[config.mk]
export PLATFORM = sky130hd
export DESIGN_NAME = mask_encoder32_5
export DESIGN_NICKNAME = d
export VERILOG_FILES = /design/src/rtl/mask_enc_pkg.sv /design/src/rtl/mask_encoder32_5_priority_enc.sv /design/src/rtl/mask_encoder32_5.sv
export SDC_FILE = /design/constraint.sdc
export NUM_CORES = 1
export LEC_CHECK = 0
export CORE_MARGIN = 1.5
export CORE_UTILIZATION = 35
export CTS_CLUSTER_SIZE = 20
export DETAILED_ROUTE_END_ITERATION = 10
export PLACE_DENSITY = 0.58
export SYNTH_ARGS = -nofsm -noshare
export SYNTH_HDL_FRONTEND = slang
export SYNTH_SLANG_ARGS = --single-unit
[constraint.sdc]
create_clock -name clk -period 3 [get_ports clk]
set_input_delay 0.6 -clock clk [delete_from_list [all_inputs] [get_ports clk]]
set_output_delay 0.6 -clock clk [all_outputs]
set_load 0.02 [all_outputs]
[src/rtl/mask_enc_pkg.sv]
// Shared widths and FSM state type for the 32-to-5 sequential mask encoder.
package mask_enc_pkg;

  localparam int ENC_W     = 32;
  localparam int ENC_IDX_W = 5;

  typedef enum logic {
    IDLE = 1'b0,
    SCAN = 1'b1
  } mask_enc_state_t;

endpackage

[src/rtl/mask_encoder32_5_priority_enc.sv]
// Combinational 32-to-5 priority encoder (module priority_enc32_5): four 8-to-3 groups and a 4-to-2 group select.
// MASK_ENC_DESCENDING_EN selects the highest set bit instead of the lowest.
module priority_enc32_5
  import mask_enc_pkg::*;
(
  input  logic [ENC_W-1:0]     vec,
  output logic [ENC_IDX_W-1:0] idx,
  output logic                 any
);

  logic [ENC_W-1:0]     scan_vec;
  logic [3:0]           grp_any;
  logic [3:0][2:0]      grp_idx;
  logic [1:0]           grp_sel;
  logic [ENC_IDX_W-1:0] asc_idx;

`ifdef MASK_ENC_DESCENDING_EN
  // Reversing the input turns "highest set bit" into "lowest set bit".
  always_comb begin
    scan_vec = '0;
    for (int i = 0; i < ENC_W; i++) scan_vec[i] = vec[ENC_W-1-i];
  end
  assign idx = any ? (ENC_IDX_W'(ENC_W - 1) - asc_idx) : '0;
`else
  assign scan_vec = vec;
  assign idx      = any ? asc_idx : '0;
`endif

  // NOTE: every always_comb output gets a default before any conditional
  // assignment; a path that leaves it unassigned would infer a latch.
  always_comb begin
    grp_any = '0;
    grp_idx = '0;
    grp_sel = '0;
    for (int g = 0; g < 4; g++) begin
      grp_any[g] = |scan_vec[8*g +: 8];
      // Walk downwards so the lowest set bit is the last one written.
      for (int b = 7; b >= 0; b--) begin
        if (scan_vec[8*g + b]) grp_idx[g] = 3'(b);
      end
    end
    for (int g = 3; g >= 0; g--) begin
      if (grp_any[g]) grp_sel = 2'(g);
    end
  end

  assign asc_idx = {grp_sel, grp_idx[grp_sel]};
  assign any     = |grp_any;

endmodule

[src/rtl/mask_encoder32_5.sv]
// Sequential 32-to-5 mask encoder: emits the index of every set bit of a loaded mask,
// one per out handshake. MASK_ENC_DESCENDING_EN reverses the emission order.
module mask_encoder32_5
  import mask_enc_pkg::*;
(
  input  logic                 clk,
  input  logic                 reset,
  input  logic                 in_valid,
  output logic                 in_ready,
  input  logic [ENC_W-1:0]     in_mask,
  input  logic                 abort,
  output logic                 out_valid,
  input  logic                 out_ready,
  output logic [ENC_IDX_W-1:0] out_idx,
  output logic                 done,
  output logic                 busy
);

  mask_enc_state_t  state_q, state_d;
  logic [ENC_W-1:0] pending_q, pending_d;
  logic             done_q, done_d;
  logic             pend_any;
  logic [ENC_W-1:0] sel_bit;

  priority_enc32_5 u_prio (
    .vec (pending_q),
    .idx (out_idx),
    .any (pend_any)
  );

  assign in_ready  = (state_q == IDLE);
  assign busy      = (state_q == SCAN);
  assign out_valid = (state_q == SCAN) && pend_any;
  assign done      = done_q;

  always_comb begin
    sel_bit          = '0;
    sel_bit[out_idx] = 1'b1;
    state_d          = state_q;
    pending_d        = pending_q;
    done_d           = 1'b0;
    case (state_q)
      IDLE: begin
        if (in_valid && !abort) begin
          pending_d = in_mask;
          if (in_mask != '0) state_d = SCAN;
          else               done_d  = 1'b1;
        end
      end
      SCAN: begin
        // Abort wins over a simultaneous handshake: the index is not consumed.
        if (abort) begin
          pending_d = '0;
          state_d   = IDLE;
        end else if (out_ready) begin
          pending_d = pending_q & ~sel_bit;
          if (pending_d == '0) begin
            state_d = IDLE;
            done_d  = 1'b1;
          end
        end
      end
      default: state_d = IDLE;
    endcase
  end

  // NOTE: sequential state uses non-blocking assignments so every flop samples
  // the pre-edge values regardless of statement order.
  always_ff @(posedge clk or posedge reset) begin
    if (reset) begin
      state_q   <= IDLE;
      pending_q <= '0;
      done_q    <= 1'b0;
    end else begin
      state_q   <= state_d;
      pending_q <= pending_d;
      done_q    <= done_d;
    end
  end

endmodule

==> key figures, run 1 <==
STA
  – Max Slew Vio Count: 0
  – Post-Route Setup TNS: -0.373 ns
  – Worst Skew: 0.00716 ns
  – Max_slew headroom: 57.5%
  – Fin crit share: 105%
  – Final setup vio count: 4
  – Crit path time final: 3.16 ns
  – Max frequency: 0.316 GHz
  – Worst-Margin Slew: 0.637 ns
  – Fin. Hold Viols: 0
  – RSZ-0062 raised after global routing: true
  – Worst setup margin: -0.162 ns

Floorplan
  – Chip height: 87.6 um
  – Initial core utilization: 36.4%
  – Die ar.: 7670 sq um
  – Rows: 30
  – IO Pins: 46
  – Chip Width: 87.6 um
  – Core Footprint: 6870 sq um

Clocking
  – Clock Tree Root: clkbuf_8
  – H-tree level count: 2
  – Total CTS buffers: 5
  – CTS sink count: 34
  – CTS tree: yes
  – CTS max path bufs: 2
  – Worst-skew pair later-pin latency: 0.30 ns
  – CTS clk-pin slew, worst paths: 0.07 ns
  – Hold buffers post-CTS: 0

Setup path
  – Buffers plus inverters on the worst setup path: 1
  – Worst R2R Setup Slack: -0.16 ns
  – Worst path most repeated cell: a211oi_4
  – Crit-path slowest cell: or4_4
  – Reg-to-reg startpoint: pending_q[1]
  – Max Fanout on Critical Path: 10
  – Crit Path Class: reg -> reg
  – WP data arrival: 3.32 ns
  – Startpoint Class: register
  – Critical Path Sink Type: register
  – Critical Path RT: 3.15 ns
  – Crit-path cells: or4_4, a211oi_4, a221oi_4, a211oi_4, buf_6, nand4_1, a21oi_1, o2111ai_2, nor4_4, o21ai_1
  – CP peak stage delay: 0.57 ns
  – Critical path's top delay family: compound AO/OA/AOI/OAI gates
  – FF-to-FF path depth: 10
  – WP depth: 10
  – RR Endpoint: busy

Synth
  – Yosys top cell area share: 34.0%
  – Syn Area/Cell: 8.02 sq um
  – Cell taking the most area after synthesis: dfrtp_1
  – Register bit total from synthesis: 34
  – Ranking of synthesized cells by area: dfrtp_1 (34%), a22o_1 (11%), o21ai_0 (8.2%)
  – Post-synth ARST share: 100%
  – Seq/Total Area, Yosys: 34.0%
  – Warnings from Yosys: 0
  – Syn Nets: 349
  – Synth cell types: 49
  – Most frequent cells after synthesis: o21ai_0 (41), dfrtp_1 (34), nand2_1 (32)
  – Leading cell type by number of instances after synthesis: o21ai_0
  – Post-synthesis cell count: 312
  – Mapped Area: 2500 sq um
  – EDFF count, synth: 0
  – Main flop type after synthesis: dfrtp_1

Place
  – Placed cell area: 3700 sq um
  – Gpl congestion: 1.01
  – Final HPWL DP: 7790 um
  – Port Buf Inserts: 45
  – Pre-CTS setup slack: -0.266 ns

Global routing
  – Initial antenna violation count: 0
  – Largest net degree at the start of global routing: 35
  – Gr usage total: 28.3%
  – GR met1 Demand/Resource: 39.7%
  – First-pass GRT wire length: 16,400 um
  – Global routing usage on met3: 3.39%
  – M2 GR Usage: 46.1%
  – Top Usage Layer GRT: met2
  – Vias in the first global route: 3,127
  – Remaining Overflow, GRT: 0

Finish
  – Final Util: 58.6%
  – Fillcell total: 656
  – Synthesis-to-finish area growth: 60.8%
  – Nets: 488
  – Antenna cells: 0
  – Final instance area: 4030 sq um
  – Fraction of layout cells with a size suffix above 1: 30.3%

Power
  – Maximum VDD drop: 0.000276 V
  – Total power: 0.00261 W
  – Flop pwr share: 23.2%
  – Combinational Power Share: 60.5%
  – Switch share: 41.1%
  – Clock power frac: 16.4%
  – Pleak: 1.79 nW
  – Psw: 0.00107 W
  – Int Power: 0.00154 W
  – PwrDens: 648 nW/um^2

Detailed routing
  – 1st-pass router iterations: 7
  – Vias per std cell: 5.85
  – Average wire per standard cell: 19.0 um
  – Iteration-0 DRC count of the detailed router: 254
  – WL final: 10,400 um
  – Vias: 3,208
  – # DRC: 0
  – Antenna-violating nets left: 0

Min path
  – Worst hold stages: 1
  – Min-delay src: pending_q[3]
  – HP Class: reg -> reg
  – Worst Hold Endpoint: pending_q[3]

Outcome
  – Violated checks: setup timing
  – Run status: finished, violations left

Job
  – Max cap viols: 0
[kinds of logic (layout without fill, tap and decap cells)]
logic type	Yosys count	in the layout	synth area share [%]
muxes	1	1	0.400
and+or+nand+nor	121	121	26.1
AOI/OAI and AO/OA	127	127	35.1
buffers and inverters	29	169	4.45
DFF	34	34	34.0
[repair_timing]
item                       CTS  global route
pin swaps                    9            11
gates resized for setup     28            10
setup endpoints to repair    6             6
buffers inserted             7             5
[flip-flops by register name, indices dropped and copies added (netlist names)]
register / count
busy: 1
done: 1
pending_q: 32
[routing by layer]
metal / up-vias / share of wire, %
li1: 1479 / -
met1: 1562 / 46
met2: 146 / 46
met3: 21 / 6.1
met4: 0 / 1.9
met5: - / 0
[layout make-up]
class	count	area [sq um]	share of cell area [%]
Timing Repair Buffer	146	1220	30.2
Tap cell	96	120	2.98
Clock inverter	1	30.0	0.746
Clock buffer	7	76.3	1.90
Inverter	15	56.3	1.40
Multi-Input combinational cell	249	1670	41.6
Sequential cell	34	851	21.1
[layout by cell type, fill, tap and decap left out, types with 3 or more instances in the layout]
master / count
a21o_1: 4
a21oi_1: 16
a22o_1: 31
a41oi_1: 3
buf_4: 100
clkbuf_8: 5
clkdlybuf4s50_1: 39
dfrtp_1: 34
inv_1: 14
nand2_1: 31
nand2b_1: 4
nand3_1: 3
nand4_1: 5
nor2_1: 27
nor2b_1: 3
nor3_1: 7
nor4_1: 13
nor4_2: 3
nor4_4: 4
o21ai_0: 39
o31ai_1: 6
or3_1: 5
or4_4: 5
[how the worst max path moves through the flow]
| stage | startpoint | end |
|---|---|---|
| detailed placement | pending_q[3] | busy |
| global route | pending_q[2] | busy |
| CTS | pending_q[19] | busy |
| floorplan | pending_q[21] | busy |
| finish | pending_q[1] | busy |
| global placement | pending_q[3] | out_idx[1] |
[stage by stage]
stage | cells | hold WS (ns)
3_5_place_dp | 529 | 0.541
3_3_place_gp | 529 | 0.524
6_report | 548 | 0.575
2_1_floorplan | 312 | 0.523
4_1_cts | 543 | 0.588
5_1_grt | 548 | 0.635
[power groups by stage]
| stage | logic (W) | clock network [W] | registers (W) |
|---|---|---|---|
| floorplan | 0.000602 | 0 | 0.000636 |
| global placement | 0.00138 | 0 | 0.000605 |
| detailed placement | 0.00136 | 0 | 0.000609 |
| CTS | 0.00148 | 0.000439 | 0.000604 |
| global route | 0.00168 | 0.000456 | 0.000615 |
| finish | 0.00158 | 0.000428 | 0.000604 |
Note: power is estimated with default switching activity, not from simulation.
==> run 2: changes to the inputs <==
- PLACE_DENSITY: 0.58 -> 0.59
- SYNTH_HIERARCHICAL: unset -> 1
==> run 2 against run 1 <==
The run still ends with setup timing left; combinational power fell by 10%; sequential share of layout area fell by 0.085 points; count of clock-buffer cells in the layout did not move; worst setup slack got worse by 0.21 ns; sequential power rose by 7.9%; fmax fell by 6.4%; global-route usage rose by 0.39 points; synthesized cell count rose by 3.2%; die area fell by 3.8%; first-iteration DRC count rose by 9.8%; critical path type unchanged.
==> key figures, run 2 <==
Outcome
  – Run status: finished, violations left
  – Violated checks: setup timing

Power
  – Total power: 0.00244 W
  – PwrDens: 605 nW/um^2
  – Pleak: 1.69 nW
  – Maximum VDD drop: 0.000264 V

Synth
  – Syn Nets: 359
  – Mapped Area: 2400 sq um
  – EDFF count, synth: 0
  – Main flop type after synthesis: dfrtp_1
  – Post-synth ARST share: 100%
  – Post-synthesis cell count: 322
  – Ranking of synthesized cells by area: dfrtp_1 (35%), nor2_1 (9.7%), a21oi_1 (8.1%)
  – Yosys top cell area share: 35.4%
  – Register bit total from synthesis: 34
  – Leading cell type by number of instances after synthesis: nor2_1
  – Warnings from Yosys: 6
  – Syn Area/Cell: 7.47 sq um
  – Cell taking the most area after synthesis: dfrtp_1
  – Seq/Total Area, Yosys: 35.4%
  – Most frequent cells after synthesis: nor2_1 (62), a21oi_1 (39), o21ai_0 (38)
  – Synth cell types: 40

Clocking
  – CTS clk-pin slew, worst paths: 0.08 ns
  – CTS tree: yes
  – Total CTS buffers: 5
  – H-tree level count: 2
  – Hold buffers post-CTS: 0
  – CTS max path bufs: 2
  – CTS sink count: 34
  – Worst-skew pair later-pin latency: 0.29 ns
  – Clock Tree Root: clkbuf_8

Detailed routing
  – Average wire per standard cell: 19.1 um
  – Antenna-violating nets left: 0
  – Vias per std cell: 5.80
  – Vias: 3,125
  – Iteration-0 DRC count of the detailed router: 279
  – # DRC: 0
  – WL final: 10,300 um
  – 1st-pass router iterations: 5

Floorplan
  – Chip Width: 85.9 um
  – Core Footprint: 6720 sq um
  – Die ar.: 7380 sq um
  – Initial core utilization: 35.8%
  – Chip height: 85.9 um
  – Rows: 30
  – IO Pins: 46

STA
  – Worst Skew: 0.0115 ns
  – Worst setup margin: -0.377 ns
  – Max Slew Vio Count: 0
  – Worst-Margin Slew: 0.469 ns
  – Crit path time final: 3.38 ns
  – Max_slew headroom: 68.5%
  – Final setup vio count: 8
  – Max frequency: 0.296 GHz
  – Fin. Hold Viols: 0
  – RSZ-0062 raised after global routing: true
  – Fin crit share: 113%

Finish
  – Final Instance Count excl. Fillers: 539
  – Fraction of layout cells with a size suffix above 1: 35.1%
  – Sequential cell area: 851 sq um
  – Final instance area: 4040 sq um
  – Commonest non-fill, non-tap cell in the layout: buf_4
  – Most frequent cells in the layout: buf_4 (95), nor2_1 (57), clkdlybuf4s50_1 (39)
  – Max reg flops: 32
  – Largest Register: pending_q
  – Synthesis-to-finish area growth: 68.1%
  – Area of the multi-input gates: 1690 sq um
  – Fillcell total: 634
  – Nets: 495
  – Antenna cells: 0

Setup path
  – Reg-to-reg startpoint: pending_q[17]
  – WP data arrival: 3.54 ns
  – Startpoint Class: register
  – Crit Path Class: reg -> reg
  – Critical Path RT: 3.17 ns
  – Max Fanout on Critical Path: 6
  – Critical Path Sink Type: register
  – Critical path origin: pending_q[17]

Global routing
  – First-pass GRT wire length: 16,200 um
  – Gr usage total: 28.7%
  – Largest net degree at the start of global routing: 50
  – Remaining Overflow, GRT: 0
  – Vias in the first global route: 2,983
  – Initial antenna violation count: 0

Place
  – Port Buf Inserts: 45
  – Gpl congestion: 0.934
  – Placed cell area: 3630 sq um
  – Final HPWL DP: 7610 um
  – Placed Instances: 514

Min path
  – Min-delay src: pending_q[30]
  – HP Class: reg -> reg

Job
  – Max cap viols: 0
-- run 2: per-stage QoR --
step / setup WS, ns / hold WS, ns / util [%] / TNS [ns]
6_report: -0.377 / 0.579 / 60.1 / -1.03
5_1_grt: -0.499 / 0.604 / 60.1 / -2.51
4_1_cts: -0.363 / 0.576 / 57.3 / -1.51
3_5_place_dp: -0.533 / 0.553 / 54.0 / -1.43
3_3_place_gp: -0.458 / 0.533 / 54.0 / -1.18
2_1_floorplan: -0.0405 / 0.517 / - / -0.0768
-- run 2: critical path: stages, from the launching register on --
cell and delay [ns]:
dfrtp_1 0.38, or4_4 0.55, a311o_1 0.38, a21oi_1 0.22, o21ai_2 0.10, o311ai_4 0.11, nand2b_1 0.16, buf_4 0.20
o31ai_2 0.29, o2111ai_2 0.24, nor4_4 0.35, and3_4 0.24, o21ai_1 0.06
-- run 2: per-layer routing --
metal / routed length, um / share of wire (%) / vias up / track usage [%]
met3: 679 / 6.6 / 30 / 3.85
met2: 4820 / 47 / 151 / 45.2
li1: - / - / 1464 / -
met5: 0 / 0 / - / 0
met4: 350 / 3.4 / 0 / 11.1
met1: 4450 / 43 / 1480 / 39.8
-- run 2: logic make-up after synthesis --
| group | count (synthesis) | synth area share (%) |
|---|---|---|
| flops | 34 | 35.4 |
| simple gates | 144 | 30.3 |
| compound gates | 115 | 28.9 |
| mux | 1 | 0.468 |
| buf+inv | 28 | 4.89 |
-- run 2: final timing paths --
kind                       slack [ns]            end  cells past startpoint
hold / removal                   0.58  pending_q[30]                      1
hold reg to reg                  0.58  pending_q[30]                      1
setup reg to reg                -0.38           busy                     12
max in group asynchronous        1.96  pending_q[15]                      3
min in group asynchronous        0.70  pending_q[24]                      3
setup / recovery                -0.38           busy                     12
-- run 2: area by class of cell --
class	instances	share of cell area, %
well taps	80	2.48
clock buffers	7	2.14
clock inverters	1	0.124
multi-input cells	260	41.9
inverters	8	0.743
flip-flops and latches	34	21.1
repair buffers	149	31.5
-- run 2: power by group --
group	internal [W]	leakage, nW	switching (W)
registers	0.000555	0.414	0.0000964
clock network	0.000186	0.0482	0.000184
logic	0.000724	1.23	0.000699
-- run 2: repair_timing --
item | 4_1_cts | 5_1_grt
resized for setup | 32 | 41
setup buffers | 8 | 13
pin swaps | 13 | 17
setup endpoints to repair | 9 | 30
==> run 3: changes to the inputs <==
- CORE_MARGIN: 1.5 -> 2
- GPL_ROUTABILITY_DRIVEN: unset -> 0
==> run 3 against run 2 <==
Hold slack better by 0.046 ns; via count shrank 3.1%; register-to-register slack better by 0.13 ns; worst setup slack improved by 0.13 ns; largest power group unchanged; the flow still finishes with violations (setup timing); routed wire length shrank 4.8%; global-route usage decreased by 1.8 points; first-iteration DRC count is 13% lower; sequential share of layout area rose by 1.1 points; power decreased by 5.1%; count of clock-buffer cells in the layout is the same; die area up 2.3%.
==> key figures, run 3 (same netlist as run 2, synthesis figures left out) <==
Outcome
  – Run status: finished, violations left
  – Violated checks: setup timing

Detailed routing
  – Iteration-0 DRC count of the detailed router: 244
  – # DRC: 0
  – Average wire per standard cell: 18.9 um
  – WL final: 9800 um
  – Vias: 3,027
  – Vias per std cell: 5.84
  – Antenna-violating nets left: 0
  – 1st-pass router iterations: 4

Setup path
  – Critical path's top delay family: simple AND/OR/NAND/NOR gates
  – Critical Path RT: 3.23 ns
  – Crit-path cells: or4_4, a311o_1, a2111oi_4, o21ai_2, nand3_4, mux2_4, nor4_4, o2111ai_2, nor4_2, and3_1, a22o_1
  – WP data arrival: 3.49 ns
  – Critical Path Sink Type: register
  – Buffers plus inverters on the worst setup path: 0
  – CP peak stage delay: 0.58 ns
  – Crit Path Class: reg -> reg
  – Crit-path slowest cell: or4_4
  – Startpoint Class: register
  – Max Fanout on Critical Path: 7

Floorplan
  – Core Footprint: 6720 sq um
  – Rows: 30
  – Initial core utilization: 35.8%
  – Chip Width: 86.9 um
  – Chip height: 86.9 um
  – Die ar.: 7550 sq um
  – IO Pins: 46

STA
  – Max Slew Vio Count: 0
  – Final setup vio count: 4
  – RSZ-0062 raised after global routing: true
  – Fin. Hold Viols: 0
  – Max_slew headroom: 59.1%
  – Worst-Margin Slew: 0.609 ns
  – Worst Skew: 0.00813 ns
  – Max frequency: 0.308 GHz
  – Post-Route Setup TNS: -0.637 ns
  – Crit path time final: 3.25 ns
  – Fin crit share: 108%
  – Worst setup margin: -0.251 ns
  – Worst hold margin: 0.625 ns

Finish
  – Nets: 474
  – Synthesis-to-finish area growth: 60.0%
  – Fraction of layout cells with a size suffix above 1: 30.6%
  – Fillcell total: 619
  – Area of the multi-input gates: 1700 sq um
  – Max reg flops: 32
  – Most frequent cells in the layout: buf_4 (80), nor2_1 (62), clkdlybuf4s50_1 (39)
  – Sequential cell area: 851 sq um
  – Commonest non-fill, non-tap cell in the layout: buf_4
  – Antenna cells: 0
  – Final Instance Count excl. Fillers: 518
  – Largest Register: pending_q

Clocking
  – CTS sink count: 34
  – Hold buffers post-CTS: 0
  – CTS max path bufs: 2
  – H-tree level count: 2
  – Worst-skew pair later-pin latency: 0.30 ns
  – Clock Tree Root: clkbuf_8
  – Total CTS buffers: 5
  – CTS clk-pin slew, worst paths: 0.07 ns
  – CTS tree: yes

Power
  – Pleak: 1.56 nW
  – Maximum VDD drop: 0.000264 V
  – PwrDens: 603 nW/um^2

Job
  – Max cap viols: 0

Global routing
  – Initial antenna violation count: 0
  – Largest net degree at the start of global routing: 50
  – Gr usage total: 26.9%
  – Remaining Overflow, GRT: 0
  – First-pass GRT wire length: 15,300 um
  – Vias in the first global route: 2,858

Min path
  – HP Class: reg -> reg

Place
  – Placed Instances: 505
  – Port Buf Inserts: 45
  – Final HPWL DP: 7050 um
run 3: repair_timing:
item	in CTS	in global routing
cloned	1	0
gates resized for setup	34	21
pin swaps	11	3
setup endpoints to repair	10	16
setup buffers	4	1
run 3: where the power goes:
group / leakage [nW] / switching (W) / internal (W)
Combinational: 1.10 / 0.000679 / 0.000624
Clock: 0.0482 / 0.000183 / 0.000185
Sequential: 0.414 / 0.0000928 / 0.000555
Total: 1.56 / 0.000954 / 0.00137
run 3: final cells by class:
type	count	area share, %
flip-flops and latches	34	22.1
multi-input cells	261	44.1
well taps	80	2.60
clock inverters	1	0.130
repair buffers	127	28.1
inverters	8	0.780
clock buffers	7	2.24
run 3: worst reg2reg max path: stages (launching register included):
cell and delay (ns):
dfrtp_1 0.38, or4_4 0.58, a311o_1 0.39, a2111oi_4 0.25, o21ai_2 0.15, nand3_4 0.12, mux2_4 0.32, nor4_4 0.29
o2111ai_2 0.18, nor4_2 0.17, and3_1 0.21, a22o_1 0.14
run 3: layer usage:
layer / GRT usage [%] / wire, um / vias to the layer above
met1: 36.0 / 4340 / 1416
met3: 5.50 / 703 / 31
met4: 13.5 / 440 / 0
met5: 0 / 0 / -
li1: - / - / 1430
met2: 40.9 / 4320 / 150
run 3: worst paths after layout:
check,to,cells after the start,slack [ns],from
max,done,11,-0.25,pending_q[20]
min,pending_q[10],1,0.62,pending_q[10]
max reg2reg,done,11,-0.25,pending_q[20]
min reg2reg,pending_q[10],1,0.62,pending_q[10]
max in group asynchronous,pending_q[3],3,1.97,reset
min in group asynchronous,pending_q[29],3,0.70,reset
run 3: per-stage QoR:
| step | cell area, sq um | util, % | power [W] | setup slack (ns) |
|---|---|---|---|---|
| 2_1_floorplan | 2510 | - | 0.00121 | -0.0405 |
| 3_3_place_gp | 3570 | 53.2 | 0.00181 | -0.196 |
| 3_5_place_dp | 3570 | 53.2 | 0.00181 | -0.261 |
| 4_1_cts | 3780 | 56.2 | 0.00223 | -0.143 |
| 5_1_grt | 3850 | 57.3 | 0.00245 | -0.375 |
| 6_report | 3850 | 57.3 | 0.00232 | -0.251 |
